**src/rtl/twos_complement_serial.sv**
```systemverilog
// Serial two's-complement unit: pass, negate, abs and sign-magnitude conversion,
// processed CHUNK bits per clock (LSB chunk first) through a registered carry.
module twos_complement_serial #(
    parameter int WIDTH = 6,
    parameter int CHUNK = 2
) (
    input  logic             clk,
    input  logic             rst,
    input  logic             start,
    input  logic [1:0]       mode,
    input  logic [WIDTH-1:0] x,
    output logic             busy,
    output logic             done,
    output logic [WIDTH-1:0] y,
    output logic             ovf
);

    localparam int N  = WIDTH / CHUNK;
    localparam int KW = (N > 1) ? $clog2(N) : 1;
    localparam logic [KW-1:0]    K_LAST   = KW'(N - 1);
    localparam logic [WIDTH-1:0] MOST_NEG = {1'b1, {(WIDTH-1){1'b0}}};

    typedef enum logic [1:0] {IDLE, RUN, DONE} state_t;

    state_t           state;
    state_t           state_next;
    logic [WIDTH-1:0] x_reg;
    logic [1:0]       mode_reg;
    logic [WIDTH-1:0] res;
    logic [WIDTH-1:0] res_next;
    logic [WIDTH-1:0] res_fix;
    logic             carry;
    logic [KW-1:0]    k;
    logic             neg;
    logic             accept;
    logic             last;
    logic [CHUNK-1:0] x_chunk;
    logic [CHUNK-1:0] add_a;
    logic [CHUNK:0]   sum;

    always_ff @(posedge clk or posedge rst) begin
        if (rst) begin
            state <= IDLE;
        end else begin
            state <= state_next;
        end
    end

    // A new op may be accepted from IDLE or directly out of the one-cycle DONE state.
    always_comb begin
        state_next = state;
        busy       = 1'b0;
        done       = 1'b0;
        accept     = 1'b0;
        case (state)
            IDLE: begin
                if (start) begin
                    state_next = RUN;
                    accept     = 1'b1;
                end
            end
            RUN: begin
                busy = 1'b1;
                if (last) begin
                    state_next = DONE;
                end
            end
            DONE: begin
                done = 1'b1;
                if (start) begin
                    state_next = RUN;
                    accept     = 1'b1;
                end else begin
                    state_next = IDLE;
                end
            end
            default: state_next = IDLE;
        endcase
    end

    // Negation is ~x + 1; the +1 enters as the initial carry and ripples chunk to chunk.
    always_comb begin
        last     = (k == K_LAST);
        neg      = (mode_reg == 2'b01) | (mode_reg[1] & x_reg[WIDTH-1]);
        x_chunk  = x_reg[k*CHUNK +: CHUNK];
        add_a    = neg ? ~x_chunk : x_chunk;
        sum      = {1'b0, add_a} + {{CHUNK{1'b0}}, neg & carry};
        res_next = res;
        res_next[k*CHUNK +: CHUNK] = sum[CHUNK-1:0];
        res_fix  = res_next;
        if (mode_reg == 2'b11) begin
            res_fix[WIDTH-1] = x_reg[WIDTH-1];
        end
    end

    always_ff @(posedge clk or posedge rst) begin
        if (rst) begin
            x_reg    <= '0;
            mode_reg <= '0;
            res      <= '0;
            carry    <= 1'b0;
            k        <= '0;
            y        <= '0;
            ovf      <= 1'b0;
        end else if (accept) begin
            x_reg    <= x;
            mode_reg <= mode;
            carry    <= 1'b1;
            k        <= '0;
        end else if (state == RUN) begin
            res   <= res_next;
            carry <= sum[CHUNK];
            if (last) begin
                y   <= res_fix;
                ovf <= (mode_reg != 2'b00) && (x_reg == MOST_NEG);
            end else begin
                k <= k + KW'(1);
            end
        end
    end

endmodule

```
**config.mk**
```make
export PLATFORM = sky130hd
export DESIGN_NAME = twos_complement_serial
export DESIGN_NICKNAME = d
export VERILOG_FILES = /design/src/rtl/twos_complement_serial.sv
export SDC_FILE = /design/constraint.sdc
export NUM_CORES = 1
export LEC_CHECK = 0
export CORE_AREA = 2 2 52 54
export CTS_BUF_LIST = sky130_fd_sc_hd__clkbuf_8
export CTS_CLUSTER_DIAMETER = 80
export CTS_CLUSTER_SIZE = 30
export DETAILED_ROUTE_END_ITERATION = 10
export DIE_AREA = 0 0 54 56
export MAX_ROUTING_LAYER = met4
export PLACE_DENSITY = 0.9
export SYNTH_ARGS = -nofsm -noshare
export SYNTH_HDL_FRONTEND = slang
export SYNTH_SLANG_ARGS = --single-unit
```
**constraint.sdc**
```tcl
create_clock -name clk -period 2.4 [get_ports clk]
set_clock_uncertainty 0.1 [all_clocks]
set_input_delay 0.36 -clock clk [delete_from_list [all_inputs] [get_ports clk]]
set_output_delay 0.36 -clock clk [all_outputs]
set_load 0.02 [all_outputs]
```
==> results.txt, run 1 <==
----------------------------------------------------
[Clocking]
  Number of clock sinks ... 26
  Cts-stage hold buffer count ... 0
  Post-CTS repair timing setup buffer count ... 0
  Latest clock arrival within the worst-skew pair ... 0.28 ns
  Clk Tree Root Cell ... clkbuf_8
  Post-cts repair resize count ... 0
  Count of H-tree levels built during CTS ... 1
  Inserted Clock Buffers ... 3
  Worst-case clock buffer depth ... 2
  Clock Pin Slew Worst Setup and Hold Paths ... 0.09 ns
  Clock tree from TritonCTS ... built

[Logic synthesis]
  Share of the yosys chip area belonging to registers ... 49.4%
  Proportion of synthesized flip-flops having asynchronous set or reset ... 100%
  Synthesized netlist net count ... 131
  Mapped Area ... 1320 sq um
  Distinct cell type count after synthesis ... 30
  Primary FF master, synth ... dfrtp_1
  Area share of fa/ha/maj cells after synthesis ... 6.65%
  Post-synthesis xor/xnor area fraction ... 2.00%
  Synth Area in Simple Gates ... 15.0%
  Post-synthesis area per instance ... 11.6 sq um
  Share of the synthesized area in compound gates (AO/OA/AOI/OAI) ... 12.5%
  Main combinational cell family by area after synthesis ... simple AND/OR/NAND/NOR gates
  Count of flip-flops with a built-in enable after synthesis ... 0
  Number of synthesis warnings ... 0
  Gate Count Post-Synth ... 113
  Register bit count reported by yosys ... 26
  Share of synthesized area spent on multiplexers ... 9.89%

[Routing]
  Final WL ... 2530 um
  ANT nets after route ... 0
  Post-route DRC violation count ... 0
  Routed wire per std cell ... 15.4 um
  Number of search-and-repair iterations in the first detailed-routing pass ... 5
  Initial DRC Count ... 14
  Total number of vias ... 932
  Detailed-route vias per instance ... 5.68

[Floorplan]
  Horizontal die dimension ... 54 um
  Die height ... 56 um
  Effective utilization at floorplan ... 54.1%
  Standard-cell row count ... 18
  Number of top-level pins ... 20
  DIE AREA ... 3020 sq um
  Area of the core ... 2430 sq um

[Critical path]
  Worst path required time ... 1.94 ns
  Worst path slowest cell ... clkdlybuf4s50_1
  Worst path buffer plus inverter count ... 1
  Nature of the critical path endpoint ... output pin
  Dominant delay contributor by cell family on the critical path ... buffers and inverters
  Maximum single-stage delay on the critical path ... 0.68 ns
  Startpoint kind of the worst setup timing path ... register
  List of cells traversed by the critical path ... and2b_1 -> clkdlybuf4s50_1
  Worst endpoint data arrival time ... 1.82 ns
  Path type of the worst setup path ... register to output pin
  Critical path peak fanout ... 12

[Cells and area]
  Core occupancy in the finished layout ... 65.0%
  Number of cells in the finished layout apart from fillers ... 164
  Number of diodes ... 0
  Layout cell share with drive strength beyond 1 ... 7.46%
  Area added between synthesis and finish ... 20.2%
  Nets ... 153

[Global route]
  Largest net degree at the start of global routing ... 27
  Most Used Layer, Global Route ... met2
  Leftover overflow at the end of global routing ... 0
  Met3 layer usage reported by global route ... 2.69%
  Antenna violations before repair ... 0
  Met1 Resource Use GR ... 24.5%
  Via count of the first global-routing pass ... 947
  Wire length of the first global-routing pass ... 4240 um
  Met2 layer usage reported by global route ... 31.4%
  Global-route usage over all layers ... 20.3%

[Power and ir drop]
  Maximum vdd drop ... 0.792 mV
  Switching pwr ... 0.901 mW
  P_leak ... 0.696 nW
  Sequential share of power ... 35.9%
  Fraction of power consumed by the clock network ... 13.1%
  Internal Power ... 1.29 mW
  Net switching fraction of the power ... 41.1%
  Share of power burned in combinational logic ... 50.9%
  Total power divided by cell area ... 1390 nW/um^2

[STA]
  Max-slew violation count ... 0
  Final WS setup ... 0.121 ns
  Setup repair after global routing missed its margin ... false
  Peak clock frequency supported by timing ... 439 MHz
  Slew @ Worst Pin ... 0.382 ns
  Headroom to the max-slew limit ... 74.5%
  Tmin final ... 2.28 ns
  Setup TNS after final layout ... 0 ns
  Period utilisation layout ... 95.0%
  Final hold violation count ... 0
  Total setup violations reported at the end of the flow ... 0

[Placed design]
  GPL Wtd Cong ... 0.821
  Post-Place Worst Slack ... 0.204 ns
  DP HPWL ... 1880 um
  Number of cells in the design after placement ... 160
  # port buffers ... 19

[Status]
  Status ... finished, final reports clean

[Run]
  Count of maximum capacitance violations ... 0

[Worst hold path]
  HP Class ... primary input to async pin

----------------------------------------------------
[path summary, 6_finish.rpt]
| path | start | to | slack (ns) | depth (start not counted) |
|---|---|---|---|---|
| setup / recovery | state[1]$_DFFE_PP0P_ | busy | 0.12 | 2 |
| hold / removal | rst | mode_reg[0]$_DFFE_PP0P_ | 0.34 | 3 |
| setup reg to reg | k[1]$_DFFE_PP0P_ | y[5]$_DFFE_PP0P_ | 0.21 | 7 |
| hold reg to reg | y[3]$_DFFE_PP0P_ | y[3]$_DFFE_PP0P_ | 0.39 | 2 |
| max in group asynchronous | rst | res[2]$_DFFE_PP0P_ | 1.61 | 3 |
| min in group clk | y[3]$_DFFE_PP0P_ | y[3]$_DFFE_PP0P_ | 0.39 | 2 |
[power groups by stage]
stage          Clock (mW)  Combinational, mW  Sequential (mW)
3_3_place_gp            0               1.06            0.775
6_report            0.288               1.12            0.787
4_1_cts             0.292               1.13            0.786
3_5_place_dp            0               1.12            0.793
5_1_grt             0.312               1.22            0.815
2_1_floorplan           0              0.815            0.787
[kinds of logic (layout without fill, tap and decap cells)]
group           Yosys count  in the layout
fa+ha+maj                 7              7
mux                      12             12
compound gates           22             22
simple gates             33             33
xor+xnor                  3              3
buf+inv                  10             31
flops                    26             26
[tightest hold or removal path, cell delays in order]
cell             delay (ns)
clkdlybuf4s50_1        0.40
inv_1                  0.06
buf_4                  0.31
[synth_stat cells, types with 2 or more instances]
library cell | number | area [sq um]
nand2_1 | 12 | 45.0
ha_1 | 7 | 87.6
a21oi_1 | 4 | 20.0
mux2_1 | 8 | 90.1
o21ai_1 | 5 | 25.0
buf_2 | 2 | 10.0
nor2b_1 | 8 | 50.1
a32o_1 | 6 | 60.1
mux2i_1 | 4 | 40.0
nor2_1 | 4 | 15.0
xnor2_1 | 3 | 26.3
dfrtp_1 | 26 | 651
o22ai_1 | 2 | 12.5
buf_6 | 2 | 22.5
inv_1 | 5 | 18.8
[area by class of cell]
| cell class | count | area [sq um] |
|---|---|---|
| Clock buffer | 4 | 55.1 |
| Fill cell | 198 | 851 |
| Inverter | 5 | 18.8 |
| Multi-Input combinational cell | 77 | 607 |
| Sequential cell | 26 | 651 |
| Tap cell | 30 | 37.5 |
| Timing Repair Buffer | 22 | 213 |
[cell usage in the layout (no fill, tap or decap), types with 2 or more instances in the layout]
cell | synthesis | layout
a21oi_1 | 4 | 4
a32o_1 | 6 | 6
buf_4 | 1 | 3
clkbuf_8 | 0 | 4
clkdlybuf4s50_1 | 0 | 19
dfrtp_1 | 26 | 26
ha_1 | 7 | 7
inv_1 | 5 | 5
mux2_1 | 8 | 8
mux2i_1 | 4 | 4
nand2_1 | 12 | 12
nor2_1 | 4 | 4
nor2b_1 | 8 | 8
o21ai_1 | 5 | 5
o22ai_1 | 2 | 2
xnor2_1 | 3 | 3
[metal layers]
metal	vias up	routed length, um
li1	444	-
met1	462	1080
met2	21	1300
met3	5	87
met4	0	59
met5	-	0
[stage by stage]
step	total power [mW]	hold slack, ns	area, sq um
4_1_cts	2.20	0.363	1580
6_report	2.19	0.341	1580
3_3_place_gp	1.84	0.366	1530
2_1_floorplan	1.60	0.300	1320
3_5_place_dp	1.91	0.377	1530
5_1_grt	2.35	0.381	1580
Note: power is estimated with default switching activity, not from simulation.
==> run 2, diff against run 1 <==
Settings changed: PLACE_DENSITY 0.9 to 0.89.
==> run 2 against run 1 <==
Against the previous run: highest routed layer unchanged; count of clock-buffer cells in the layout did not move; first-iteration DRC count increased by 7.1%; largest power group unchanged; final cell count unchanged; core utilization is the same; largest cell class unchanged; sequential share of layout area is the same; register-to-register slack improved by 0.03 ns.
==> results.txt, run 2 (synthesized netlist as in run 1, its figures left out) <==
----------------------------------------------------
[Status]
  Status ... finished, final reports clean

[STA]
  Period utilisation layout ... 95.2% (+0.24 points)
  Hold Worst Slack ... 0.332 ns (-0.00850 ns)
  Headroom to the max-slew limit ... 74.8% (+0.24 points)
  Max-slew violation count ... 0 (unchanged)
  Final hold violation count ... 0 (unchanged)
  Setup repair after global routing missed its margin ... false
  Tmin final ... 2.28 ns (+0.00579 ns)
  Total setup violations reported at the end of the flow ... 0 (unchanged)
  Slew @ Worst Pin ... 0.368 ns (-0.0141 ns)
  Setup TNS after final layout ... 0 ns (unchanged)
  Peak clock frequency supported by timing ... 438 MHz (-0.25%)

[Critical path]
  Startpoint kind of the worst setup timing path ... register
  Nature of the critical path endpoint ... output pin
  Worst endpoint data arrival time ... 1.82 ns (about the same)
  Maximum single-stage delay on the critical path ... 0.68 ns (about the same)
  List of cells traversed by the critical path ... and2b_1 -> clkdlybuf4s50_1
  Setup slack, reg-to-reg ... 0.24 ns (+0.03 ns)
  Critical path peak fanout ... 12 (unchanged)
  Worst path required time ... 1.94 ns (about the same)
  Path type of the worst setup path ... register to output pin
  Worst path slowest cell ... clkdlybuf4s50_1

[Power and ir drop]
  Sequential share of power ... 35.9% (about the same)
  Total power divided by cell area ... 1380 nW/um^2 (-0.31%)
  Net switching fraction of the power ... 41.0% (-0.13 points)
  Switching pwr ... 0.896 mW (-0.63%)
  Overall power after layout ... 2.19 mW (-0.31%)
  Share of power burned in combinational logic ... 51.1% (+0.2 points)
  Internal Power ... 1.29 mW (about the same)
  Fraction of power consumed by the clock network ... 13.0% (about the same)
  Maximum vdd drop ... 0.833 mV (+5.2%)
  P_leak ... 0.696 nW (unchanged)

[Clocking]
  Post-CTS repair timing setup buffer count ... 0 (unchanged)
  Latest clock arrival within the worst-skew pair ... 0.27 ns (about the same)
  Count of H-tree levels built during CTS ... 1 (unchanged)
  Number of clock sinks ... 26 (unchanged)
  Clk Tree Root Cell ... clkbuf_8
  Cts-stage hold buffer count ... 0 (unchanged)
  Clock tree from TritonCTS ... built
  Worst-case clock buffer depth ... 2 (unchanged)
  Post-cts repair resize count ... 0 (unchanged)
  Clock Pin Slew Worst Setup and Hold Paths ... 0.09 ns (about the same)
  Inserted Clock Buffers ... 3 (unchanged)

[Run]
  Count of maximum capacitance violations ... 0 (unchanged)

[Routing]
  Post-route DRC violation count ... 0 (unchanged)
  Routed wire per std cell ... 14.7 um (-4.7%)
  Number of search-and-repair iterations in the first detailed-routing pass ... 4 (-1)
  Initial DRC Count ... 15 (+1)
  Total number of vias ... 938 (+0.64%)
  ANT nets after route ... 0 (unchanged)
  Final WL ... 2410 um (-4.7%)
  Detailed-route vias per instance ... 5.72 (+0.64%)

[Global route]
  Leftover overflow at the end of global routing ... 0 (unchanged)
  Via count of the first global-routing pass ... 983 (+3.8%)
  Antenna violations before repair ... 0 (unchanged)
  Largest net degree at the start of global routing ... 27 (unchanged)
  Global-route usage over all layers ... 19.1% (-1.3 points)
  Wire length of the first global-routing pass ... 4220 um (-0.33%)

[Worst hold path]
  HP Class ... primary input to async pin

[Cells and area]
  Final-layout fill cell count ... 193 (-2.5%)
  Area added between synthesis and finish ... 20.2% (unchanged)
  Number of diodes ... 0 (unchanged)
  Nets ... 153 (unchanged)
  Leading cell type in the layout, fill and taps excluded ... dfrtp_1
  Commonest non-fill, non-tap cells in the layout ... 26 x dfrtp_1, 19 x clkdlybuf4s50_1, 12 x nand2_1
  Layout cell share with drive strength beyond 1 ... 7.46% (unchanged)

[Floorplan]
  Number of top-level pins ... 20 (unchanged)
  DIE AREA ... 3020 sq um (unchanged)
  Area of the core ... 2430 sq um (unchanged)
  Effective utilization at floorplan ... 54.1% (unchanged)
  Horizontal die dimension ... 54 um (unchanged)
  Die height ... 56 um (unchanged)
  Standard-cell row count ... 18 (unchanged)

[Placed design]
  # port buffers ... 19 (unchanged)
  DP HPWL ... 1780 um (-5.2%)
  GPL Wtd Cong ... 0.785 (-4.3%)

----------------------------------------------------
run 2: cell counts in the layout (fill, tap and decap cells not counted):
No cell type changed its count.
run 2: per-layer routing:
layer	vias up	wire [um]	track usage (%)
li1	441	-	-
met1	468	1070	23.4
met2	22	1200	31.0
met3	7	91	2.96
met4	0	48	7.14
met5	-	0	-
run 2: per-stage QoR:
stage               utilization (%)  std cells  area (sq um)  setup slack, ns
detailed placement             62.8        160          1530            0.252
CTS                            65.0        164          1580            0.115
global placement               62.8        160          1530            0.328
global route                   65.0        164          1580           0.0255
finish                         65.0        164          1580            0.115
floorplan                         -        113          1320            0.378
run 2: worst paths after layout:
check | startpoint | endpoint | depth (start not counted)
setup / recovery | state[1]$_DFFE_PP0P_ | busy | 2
hold / removal | rst | mode_reg[1]$_DFFE_PP0P_ | 3
setup reg to reg | k[1]$_DFFE_PP0P_ | y[5]$_DFFE_PP0P_ | 7
hold reg to reg | y[0]$_DFFE_PP0P_ | y[0]$_DFFE_PP0P_ | 2
max in group asynchronous | rst | y[0]$_DFFE_PP0P_ | 3
min in group clk | y[0]$_DFFE_PP0P_ | y[0]$_DFFE_PP0P_ | 2
run 2: power groups by stage:
stage / sequential [mW] / clock [mW] / combinational, mW
4_1_cts: 0.784 / 0.292 / 1.12
5_1_grt: 0.812 / 0.307 / 1.23
3_5_place_dp: 0.792 / 0 / 1.11
3_3_place_gp: 0.775 / 0 / 1.06
6_report: 0.785 / 0.284 / 1.12
2_1_floorplan: 0.787 / 0 / 0.815
run 2: area by class of cell:
type	count	area (sq um)	share of cell area (%)
sequential	26	651	41.1
multi-input combinational	77	607	38.4
timing repair buffer	22	213	13.4
clock buffer	4	55.1	3.48
tap	30	37.5	2.37
inverter	5	18.8	1.19
run 2: critical path, delay by kind of cell, from the launching register on:
family        cells  cell delay [ns]
buf+inv           1             0.68
simple gates      1             0.45
flops             1             0.42
==> edit 1: new RTL, flow settings as in run 1 <==
Register the input `mode` before use. The logic sees it one clock later. The other inputs are not delayed to match.
--- a/src/rtl/twos_complement_serial.sv
+++ b/src/rtl/twos_complement_serial.sv
@@ -21,6 +21,12 @@
     localparam logic [WIDTH-1:0] MOST_NEG = {1'b1, {(WIDTH-1){1'b0}}};
 
     typedef enum logic [1:0] {IDLE, RUN, DONE} state_t;
+
+    logic [1:0] mode_q;
+
+    always_ff @(posedge clk) begin
+        mode_q <= mode;
+    end
 
     state_t           state;
     state_t           state_next;
@@ -104,7 +110,7 @@
             ovf      <= 1'b0;
         end else if (accept) begin
             x_reg    <= x;
-            mode_reg <= mode;
+            mode_reg <= mode_q;
             carry    <= 1'b1;
             k        <= '0;
         end else if (state == RUN) begin
Check against the original RTL: not equivalent (Yosys sat finds a counterexample within 10 cycles, from zero or initial values and one cycle with rst high).
==> edit 1 against run 1 <==
  * Combinational power down 11%
  * Sequential cell count up 2
  * Critical path depth up 6
  * Core utilization up 3.8 points
  * Cell area up 5.8%
  * Setup slack worse by 0.037 ns
  * Final cell count up 14%
  * Clock power up 29%
  * Sequential power up 2%
  * Wire length up 13%
  * Synthesized area up 6.6%
  * Power down 0.98%
  * Critical endpoint is now y[1]
  * Highest routed layer unchanged
==> edit 1: results (changes against run 1) <==
[run_status]
status = completed  ; unchanged

[yosys]
synth_adder_area_share = 0.0624  ; was 0.0665
synth-xor-area-share = 0.0187  ; was 0.0200
synth_area_leaders = dfrtp_1 (46%), nand2_1 (9.6%), ha_1 (6.2%), o21ai_0 (5.0%), mux2i_1 (4.3%)  ; was dfrtp_1 (49%), mux2_1 (6.8%), ha_1 (6.7%), a32o_1 (4.6%), nor2b_1 (3.8%)
synth_compound_area_frac = 0.0955  ; was 0.125
ys_top_cells_by_count = nand2_1 (36), dfrtp_1 (26), o21ai_0 (14)  ; was dfrtp_1 (26), nand2_1 (12), mux2_1 (8), nor2b_1 (8), ha_1 (7)
syn_avg_cell_area_um2 = 10.2  ; was 11.6 um2
yosysSeqAreaShare = 0.492  ; was 0.494
synthArstFlopShare = 0.929  ; was 1.00
synth_mux_area_frac = 0.0428  ; was 0.0989
syn_nets = 156  ; was 131

[worst_setup_path]
cp_max_fo = 8  ; was 12
slowest_delay_ns = 0.47  ; was 0.68 ns
slowest_stage = dfrtp_2  ; was clkdlybuf4s50_1
reg2reg_depth = 8  ; was 7
critical-path-top-delay-family = adder cells  ; was buffers and inverters
crit_arrival_ns = 2.36  ; was 1.82 ns

[clock_network]
clockBufferDepth = 2  ; unchanged
numCtsBuffers = 3  ; unchanged

[final_layout]
drive_above_1_share = 0.0955  ; was 0.0746
nNetsFinal = 176  ; was 153
layout.cells.non_filler = 187  ; was 164

[placement]
dp_hpwl_um = 1950  ; was 1880 um
dp_worst_setup_slack_ns = 0.135  ; was 0.204 ns
gp_congestion = 0.821  ; about the same
placed_area_um2 = 1600  ; was 1530 um2

[global_route]
grt_pass1_wl_um = 4890  ; was 4240 um
grt_use_total = 0.229  ; was 0.203
grt_pass1_vias = 1013  ; was 947

[drt]
via_count = 1055  ; was 932
first_pass_iters = 4  ; was 5
wl_met3_um = 123  ; was 87 um
wl_per_cell_um = 15.3  ; was 15.4 um
drtIter0Drc = 17  ; was 14
wl_met1_um = 1210  ; was 1080 um
wl_met2_um = 1480  ; was 1300 um

[sta]
slew_headroom = 0.501  ; was 0.745

[power_and_ir_drop]
leakagePower_nw = 0.782  ; was 0.696 nW
max-vdd-ir-drop_v = 0.000833  ; was 0.000792 V

## edit 1: power groups by stage
stage / Sequential, mW / Clock [mW] / Combinational [mW]
after floorplan: 0.790 / 0 / 0.731
after global placement: 0.791 / 0 / 0.921
after detailed placement: 0.802 / 0 / 0.972
after CTS: 0.799 / 0.375 / 0.990
after global routing: 0.825 / 0.396 / 1.09
final: 0.806 / 0.371 / 0.994
## edit 1: worst paths after layout
check                                from     endpoint  slack, ns
worst max-delay path                 k[1]         y[1]       0.08
worst min-delay path                  rst         y[1]       0.33
min in group clk                mode_q[0]  mode_reg[0]       0.34
worst max register to register       k[1]         y[1]       0.08
worst min register to register  mode_q[0]  mode_reg[0]       0.34
max in group asynchronous             rst         k[1]       1.61
## edit 1: tightest hold or removal path, cell delays in order
cell and delay, ns:
clkdlybuf4s50_1 0.39, inv_1 0.05, buf_4 0.31
## edit 1: layout make-up
class	count	area, um2
clock buffer	3	41.3
timing repair buffer	20	198
fill	178	759
sequential	28	692
tap	30	37.5
inverter	6	22.5
multi-input combinational	99	652
clock inverter	1	30.0
## edit 1: layer usage
layer	global-route usage	vias up
met5	-	-
met3	0.0484	6
li1	-	501
met1	0.304	523
met4	0.0893	0
met2	0.340	25
## edit 1: logic make-up (layout without fill, tap and decap cells)
kind of cell               count (synthesis)  count (layout)
and+or+nand+nor                           60              60
DFF                                       28              28
AOI/OAI and AO/OA                         23              23
buffers and inverters                     11              30
adders and majority gates                  7               7
muxes                                      6               6
xor gates and xnor gates                   3               3
## edit 1: stage by stage
step	hold slack, ns	TNS (ns)
3_3_place_gp	0.303	0
5_1_grt	0.359	-0.00230
2_1_floorplan	0.288	0
6_report	0.325	0
4_1_cts	0.331	0
3_5_place_dp	0.332	0
==> edit 2: new RTL, flow settings as in run 1 <==
Without the edit above. Change the parameter `WIDTH` from 6 to 3.
--- a/src/rtl/twos_complement_serial.sv
+++ b/src/rtl/twos_complement_serial.sv
@@ -1,7 +1,7 @@
 // Serial two's-complement unit: pass, negate, abs and sign-magnitude conversion,
 // processed CHUNK bits per clock (LSB chunk first) through a registered carry.
 module twos_complement_serial #(
-    parameter int WIDTH = 6,
+    parameter int WIDTH = 3,
     parameter int CHUNK = 2
 ) (
     input  logic             clk,
Ports: changed (resized x and y); port bits go from 20 to 14. No check against the original RTL was run, so the function may have changed too.
==> edit 2 against run 1 <==
  * Non-clock buffer count down 8
  * Sequential cell count is 14 lower
  * Wire length decreased by 61%
  * Final cell count decreased by 47%
  * Combinational power shrank 83%
  * Synthesized area shrank 58%
  * Power is 71% lower
  * Sequential power is 66% lower
  * Cell area fell by 52%
  * Setup slack gained 0.32 ns
  * Largest cell class unchanged
==> edit 2: results (changes against run 1) <==
[clock_network]
cts-root-buf = clkbuf_8  ; unchanged
clk_pin_slew_worst_paths_ns = 0.05  ; was 0.09 ns
h-tree-depth = 1  ; unchanged
cts_resized = 0  ; unchanged
post_cts_buffers = 0  ; unchanged
clockBufferDepth = 2  ; unchanged
clk_latency_ns = 0.24  ; was 0.28 ns
numCtsBuffers = 3  ; unchanged

[drt]
vias_per_cell = 4.07  ; was 5.68
drtIter0Drc = 6  ; was 14
routed_wl_um = 993  ; was 2530 um
first_pass_iters = 2  ; was 5

[yosys]
synth-warning-count = 0  ; unchanged
ys_top_cells_by_count = dfrtp_1 (12), mux2_2 (5), inv_1 (4), nor2b_1 (4), mux2_1 (3)  ; was dfrtp_1 (26), nand2_1 (12), mux2_1 (8), nor2b_1 (8), ha_1 (7)
synth_area_leaders = dfrtp_1 (55%), mux2_2 (10%), mux2_1 (6.2%), ha_1 (4.6%), nor2b_1 (4.6%)  ; was dfrtp_1 (49%), mux2_1 (6.8%), ha_1 (6.7%), a32o_1 (4.6%), nor2b_1 (3.8%)
synthArstFlopShare = 1.00  ; unchanged
ys_types = 16  ; was 30
yosysSeqAreaShare = 0.549  ; was 0.494
syn_nets = 52  ; was 131

[power_and_ir_drop]
p_int_mw = 0.456  ; was 1.29 mW
max-vdd-ir-drop_v = 0.000353  ; was 0.000792 V
leakagePower_nw = 0.326  ; was 0.696 nW

[global_route]
grt_max_degree = 13  ; was 27
grt_pass1_wl_um = 1570  ; was 4240 um
antenna_found_initial = 0  ; unchanged
grt_use_total = 0.0760  ; was 0.203
grt_pass1_vias = 357  ; was 947

[sta]
tns_ns = 0  ; unchanged
slew_headroom = 0.650  ; was 0.745

[final_layout]
nNetsFinal = 69  ; was 153
drive_above_1_share = 0.175  ; was 0.0746
nFillCells = 267  ; was 198
antenna_cells = 0  ; unchanged

[placement]
dp_worst_setup_slack_ns = 0.468  ; was 0.204 ns
gp_congestion = 0.765  ; was 0.821
portBuffers = 13  ; was 19
dp_hpwl_um = 788  ; was 1880 um

[run_status]
status = completed  ; unchanged

[min_path]
min_path_type = primary input to async pin  ; unchanged

[worst_setup_path]
cp_max_fo = 7  ; was 12
crit_arrival_ns = 1.50  ; was 1.82 ns

[edit 2: cell count changes after synthesis, moves of 4 or more]
cell / change
ha_1: -5
mux2_1: -5
nand2_1: -12
o21ai_1: -5
mux2_2: +5
a21oi_1: -4
a32o_1: -6
dfrtp_1: -14
nor2b_1: -4
[edit 2: layout make-up]
class                   count  area share
well taps                  30      0.0498
multi-input cells          24       0.294
inverters                   4      0.0199
clock buffers               3      0.0548
repair buffers             14       0.183
flip-flops and latches     12       0.399
[edit 2: layer usage]
metal / vias up / track usage / share of wire
met3: 2 / 0.0403 / 0.063
met2: 13 / 0.0993 / 0.43
met5: - / - / 0
met1: 163 / 0.101 / 0.49
met4: 0 / 0.0214 / 0.014
li1: 176 / - / -
[edit 2: final timing paths]
path                             startpoint        to  slack (ns)  cells past startpoint
worst max-delay path               state[0]      busy        0.44                      2
min in group clk                   state[1]  state[1]        0.39                      1
worst min register to register     state[1]  state[1]        0.39                      1
max in group asynchronous               rst     carry        1.57                      2
worst min-delay path                    rst      y[2]        0.32                      2
worst max register to register  mode_reg[1]      y[1]        0.54                      5
[edit 2: cell families after synthesis]
family	Yosys count	synth area share
simple gates	8	0.0961
buf+inv	6	0.0458
fa+ha+maj	2	0.0458
mux	9	0.183
flops	12	0.549
xor+xnor	2	0.0320
compound gates	3	0.0480
[edit 2: critical path: stages, from the launching register on]
cell	delay, ns
dfrtp_1	0.43
nor2b_1	0.21
clkdlybuf4s50_1	0.62
[edit 2: power groups by stage]
| stage | Clock, mW | Sequential, mW | Combinational [mW] |
|---|---|---|---|
| floorplan | 0 | 0.295 | 0.0829 |
| detailed placement | 0 | 0.274 | 0.191 |
| global placement | 0 | 0.270 | 0.185 |
| finish | 0.179 | 0.269 | 0.187 |
| CTS | 0.184 | 0.271 | 0.192 |
| global route | 0.190 | 0.276 | 0.204 |
[edit 2: stage by stage]
stage	std cells	utilization	cell area, um2
6_report	87	0.310	753
5_1_grt	87	0.310	753
4_1_cts	87	0.310	753
3_5_place_dp	84	0.293	712
3_3_place_gp	84	0.293	712
2_1_floorplan	42	-	547
